File: src/rtl/hamming_decoder.sv
// SECDED extended-Hamming decoder: two-stage pipeline with a valid/ready stream.
// Define HAMMING_DEC_ERR_CNT_EN to add saturating SEC/DED event counters.
module hamming_decoder #(
    parameter int P_BITS    = 3,
    parameter int OP_WIDTH  = (1 << P_BITS) - 1,
    parameter int IP_WIDTH  = (1 << P_BITS) - P_BITS - 1,
    parameter int CNT_WIDTH = 16
) (
    input  logic                 clk,
    input  logic                 rst_n,
    input  logic [OP_WIDTH:0]    in_cw,
    input  logic                 in_valid,
    output logic                 in_ready,
    output logic [IP_WIDTH-1:0]  out_data,
    output logic [P_BITS-1:0]    out_syndrome,
    output logic                 out_single_err,
    output logic                 out_double_err,
    output logic                 out_valid,
    input  logic                 out_ready
`ifdef HAMMING_DEC_ERR_CNT_EN
    ,
    input  logic                 cnt_clr,
    output logic [CNT_WIDTH-1:0] sec_count,
    output logic [CNT_WIDTH-1:0] ded_count
`endif
);

    if (P_BITS < 2 || P_BITS > 6 || CNT_WIDTH < 1) begin : g_bad_param
        $error("hamming_decoder: illegal parameter set");
    end

    // Data bits occupy every non-power-of-two position above 0, ascending.
    function automatic logic [IP_WIDTH-1:0] extract(input logic [OP_WIDTH:0] cw);
        int j;
        extract = '0;
        j = 0;
        for (int i = 3; i <= OP_WIDTH; i++) begin
            if ((i & (i - 1)) != 0) begin
                extract[j] = cw[i];
                j++;
            end
        end
    endfunction

    logic                s1_en;
    logic                s2_en;

    logic                s1_valid_q;
    logic [OP_WIDTH:0]   s1_cw_q;
    logic [P_BITS-1:0]   s1_syn_q;
    logic                s1_par_q;

    logic [P_BITS-1:0]   syn_d;
    logic                par_d;

    logic                s2_valid_q;
    logic [IP_WIDTH-1:0] data_q;
    logic [P_BITS-1:0]   syn_q;
    logic                se_q;
    logic                de_q;

    logic [OP_WIDTH:0]   fix_d;
    logic [IP_WIDTH-1:0] data_d;
    logic                se_d;
    logic                de_d;

    assign s2_en    = !s2_valid_q || out_ready;
    assign s1_en    = !s1_valid_q || s2_en;
    assign in_ready = s1_en;

    always_comb begin
        syn_d = '0;
        for (int i = 1; i <= OP_WIDTH; i++) begin
            if (in_cw[i]) syn_d = syn_d ^ P_BITS'(i);
        end
        par_d = ^in_cw;
    end

    always_ff @(posedge clk) begin
        if (!rst_n) begin
            s1_valid_q <= 1'b0;
            s1_cw_q    <= '0;
            s1_syn_q   <= '0;
            s1_par_q   <= 1'b0;
        end else if (s1_en) begin
            s1_valid_q <= in_valid;
            if (in_valid) begin
                s1_cw_q  <= in_cw;
                s1_syn_q <= syn_d;
                s1_par_q <= par_d;
            end
        end
    end

    // Odd overall parity means one flip; a zero syndrome then points at bit 0.
    always_comb begin
        fix_d = s1_cw_q;
        if (s1_par_q && s1_syn_q != '0) begin
            fix_d[s1_syn_q] = ~s1_cw_q[s1_syn_q];
        end
        data_d = extract(fix_d);
        se_d   = s1_par_q;
        de_d   = !s1_par_q && (s1_syn_q != '0);
    end

    always_ff @(posedge clk) begin
        if (!rst_n) begin
            s2_valid_q <= 1'b0;
            data_q     <= '0;
            syn_q      <= '0;
            se_q       <= 1'b0;
            de_q       <= 1'b0;
        end else if (s2_en) begin
            s2_valid_q <= s1_valid_q;
            if (s1_valid_q) begin
                data_q <= data_d;
                syn_q  <= s1_syn_q;
                se_q   <= se_d;
                de_q   <= de_d;
            end
        end
    end

    assign out_valid      = s2_valid_q;
    assign out_data       = data_q;
    assign out_syndrome   = syn_q;
    assign out_single_err = se_q;
    assign out_double_err = de_q;

`ifdef HAMMING_DEC_ERR_CNT_EN
    logic                 xfer;
    logic [CNT_WIDTH-1:0] sec_q;
    logic [CNT_WIDTH-1:0] ded_q;

    assign xfer = s2_valid_q && out_ready;

    always_ff @(posedge clk) begin
        if (!rst_n || cnt_clr) begin
            sec_q <= '0;
            ded_q <= '0;
        end else begin
            if (xfer && se_q && !(&sec_q)) sec_q <= sec_q + 1'b1;
            if (xfer && de_q && !(&ded_q)) ded_q <= ded_q + 1'b1;
        end
    end

    assign sec_count = sec_q;
    assign ded_count = ded_q;
`endif

endmodule

File: config.mk
export PLATFORM = sky130hd
export DESIGN_NAME = hamming_decoder
export DESIGN_NICKNAME = d
export VERILOG_FILES = /design/src/rtl/hamming_decoder.sv
export SDC_FILE = /design/constraint.sdc
export NUM_CORES = 1
export LEC_CHECK = 0
export ABC_AREA = 1
export BUFFER_PORTS_ARGS = -buffer_cell sky130_fd_sc_hd__clkbuf_2
export CORE_ASPECT_RATIO = 0.5
export CORE_UTILIZATION = 40
export DETAILED_ROUTE_END_ITERATION = 12
export PLACE_DENSITY_LB_ADDON = 0.08
export SLEW_MARGIN = 20
export SYNTH_ARGS = -nofsm -noshare
export SYNTH_HDL_FRONTEND = slang
export SYNTH_SLANG_ARGS = --single-unit
File: constraint.sdc
create_clock -name clk -period 2.8 [get_ports clk]
set_clock_uncertainty 0.15 [all_clocks]
set_input_delay 0.14 -clock clk [delete_from_list [all_inputs] [get_ports clk]]
set_output_delay 0.14 -clock clk [all_outputs]
set_load 0.1 [all_outputs]
==> results.py <==
metrics = {
    "status": {
        "outcome": "finished, final reports clean",
    },
    "synthesis": {
        "synth_area_leaders": "dfxtp_1 (43%), o21ai_0 (8.4%), nand2_1 (8.4%), nor2_1 (8.0%), a21oi_1 (7.4%)",
        "post-synth-top-count-cell": "nand2_1",
        "syn_area_sq_um": 1080,
        "post_synth_num_cell_types": 20,
        "asyncSetResetFlopFracSynth": 0,
        "synth_top_cell_area_share": 0.427,
        "largest_area_contributor_in_the_netlist": "dfxtp_1",
        "proportion_of_synthesized_chip_area_in_sequential_cells": 0.427,
        "syn_avg_cell_area_sq_um": 7.19,
        "yosys_most_used_dff": "dfxtp_1",
        "synth.ff_latch_count": 23,
        "yosysWarningCount": 0,
        "synthCells": 150,
        "synth_edf_count": 0,
        "synth_top_cells_by_count": "nand2_1 (24), dfxtp_1 (23), nor2_1 (23)",
        "mappedNetlistNets": 162,
    },
    "sta": {
        "final.setup.tns_ns": 0,
        "max_freq_mhz": 663,
        "max_slew.worst_pin.slew_ns": 0.549,
        "setup_viol": 0,
        "min_period_over_period": 0.539,
        "slew_viol_final": 0,
        "slew_headroom": 0.636,
        "hold_viol": 0,
        "period_needed_ns": 1.51,
        "grt_setup_unrepaired": "no",
    },
    "cts": {
        "cts-htree-levels": 1,
        "cts_hold_buf": 0,
        "postCtsSetupBuffers": 0,
        "cts.repair.resized": 0,
        "cts_tree": "done",
        "total_number_of_clock_tree_sinks": 23,
        "clock_latency_ns": 0.26,
        "cts.clk_slew.worst_paths_ns": 0.08,
        "numCtsBuffers": 3,
        "cts_root_buf": "clkbuf_8",
        "cts.path.max_buffers": 2,
    },
    "floorplanning": {
        "design.die.area_sq_um": 2920,
        "io_pins": 23,
        "number_of_core_rows": 12,
        "core_sq_um": 2370,
        "start_util": 0.455,
        "die_y_um": 38.7,
        "chipWidth_um": 75.4,
    },
    "pwr": {
        "p_per_area_nw_per_um2": 596,
        "p_leak_nw": 0.560,
        "irDropWorstVdd_v": 0.000253,
    },
    "layout": {
        "post_route_cells_drive_above_1_share": 0.192,
        "fillCellCount": 252,
        "areaGrowthSynthToFinish_pct": 16.7,
        "n_diodes": 0,
        "layout.core_utilization": 0.531,
        "nNetsFinal": 185,
    },
    "setup_path": {
        "cp-end-kind": "flip-flop",
        "crit-reg2reg-capture": "s1_par_q",
        "crit_required_ns": 2.81,
        "critPathMaxFanout": 15,
        "reg2regPathDepth": 7,
        "crit_path_start_kind": "flip-flop",
        "reg2reg_slack_ns": 1.29,
        "setup.worst_path.start": "s1_valid_q",
        "crit_path_end": "s1_par_q",
        "arrival_ns": 1.51,
        "worst_r2r_startpoint": "s1_valid_q",
        "timing.setup.critical_path_class": "flip-flop to flip-flop",
    },
    "drt": {
        "initialDrtViolationCount": 58,
        "wl_per_cell_um": 11.2,
        "num_vias": 990,
        "drc_errors": 0,
        "routed_via_density": 4.78,
        "drt_pre_antenna_iters": 4,
        "postRouteAntennaNets": 0,
        "wirelength_mm": 2.32,
    },
    "global_route": {
        "grt_util_all_layers": 0.188,
        "congestion_overflow_gr": 0,
        "grt_antenna_before_repair": 0,
        "grt_first_pass_wirelength_mm": 3.90,
        "maximum_number_of_pins_on_one_net_before_global_route_repair": 17,
        "grt_pass1_vias": 826,
    },
    "placement": {
        "place.detailed.hpwl_mm": 1.88,
        "placement.io_buffers": 22,
        "routabilityCongestion": 0.780,
    },
    "run": {
        "number_of_max_cap_violations": 0,
    },
    "min_path": {
        "worst_hold_path.num_cells": 3,
        "timing.hold.worst.class": "input port to flip-flop",
        "worstHoldStart": "in_cw[0]",
    },
}
[cell families after synthesis]
group | synth area share
compound gates | 0.178
xor+xnor | 0.0801
buf+inv | 0.0661
flops | 0.427
simple gates | 0.249
[per-stage QoR]
| stage | cell area (sq um) | hold slack (ns) | setup WS (ns) | power (mW) | cells |
|---|---|---|---|---|---|
| 6_report | 1260 | 0.0176 | 1.29 | 0.750 | 207 |
| 5_1_grt | 1260 | 0.0610 | 1.17 | 0.797 | 207 |
| 4_1_cts | 1260 | 0.0236 | 1.29 | 0.759 | 207 |
| 3_5_place_dp | 1210 | 0.297 | 1.30 | 0.557 | 203 |
| 3_3_place_gp | 1210 | 0.284 | 1.35 | 0.556 | 203 |
| 2_1_floorplan | 1080 | 0.128 | 0.115 | 0.517 | 150 |
[registers in the layout, summed over array words and instances, names as in the netlist]
name and cells:
s1_cw_q 8, s1_valid_q 1, out_data 4, out_double_err 1
s1_par_q 1, out_syndrome 3, out_valid 1, s1_syn_q 3
out_single_err 1
[where the power goes]
| part | internal, mW | switching, mW | leakage (nW) | total, mW |
|---|---|---|---|---|
| Sequential | 0.350 | 0.0213 | 0.190 | 0.372 |
| Combinational | 0.0488 | 0.130 | 0.348 | 0.179 |
| Clock | 0.101 | 0.0982 | 0.0228 | 0.200 |
[critical path, stage by stage, from the launching register on]
cell	delay [ns]
dfxtp_1	0.37
nand3_2	0.11
nand2_2	0.23
inv_1	0.22
nor2_1	0.14
nor2_1	0.05
o21ai_0	0.08
nor2_1	0.06
[cell usage in the layout, fill, tap and decap left out]
cell / netlist / final
nand2_1: 24 / 24
clkbuf_2: 0 / 22
nand3_1: 9 / 9
xnor2_1: 8 / 8
a21oi_2: 1 / 1
a22oi_1: 1 / 1
clkbuf_1: 1 / 1
inv_2: 2 / 2
inv_1: 12 / 12
nor2_1: 23 / 23
o21ai_0: 18 / 18
xnor2_2: 1 / 1
nand2_2: 2 / 2
o21ai_1: 1 / 1
dfxtp_1: 23 / 23
a21oi_1: 16 / 16
nand3_2: 1 / 1
nand4_1: 1 / 1
nor2_2: 1 / 1
and2_1: 2 / 2
clkbuf_8: 0 / 3
[worst min path at each step]
stage                 endpoint  slack [ns]
2_1_floorplan  out_syndrome[0]        0.13
3_3_place_gp        s1_cw_q[0]        0.28
3_5_place_dp        s1_cw_q[0]        0.30
4_1_cts             s1_cw_q[0]        0.02
5_1_grt             s1_cw_q[0]        0.06
6_report            s1_cw_q[0]        0.02
[final cells by class]
class / instances / area (sq um) / share of cell area
Clock buffer: 4 / 45.0 / 0.0358
Multi-Input combinational cell: 109 / 547 / 0.434
Tap cell: 35 / 43.8 / 0.0348
Inverter: 14 / 52.6 / 0.0417
Sequential cell: 23 / 460 / 0.366
Timing Repair Buffer: 22 / 110 / 0.0875
[metal layers]
metal | share of wire | vias up | GRT usage
li1 | - | 533 | -
met1 | 0.57 | 430 | 0.269
met2 | 0.38 | 25 | 0.277
met3 | 0.050 | 2 | 0.0547
met4 | 0.0047 | 0 | 0.0417
met5 | 0 | - | 0
Note: power is estimated with default switching activity, not from simulation.
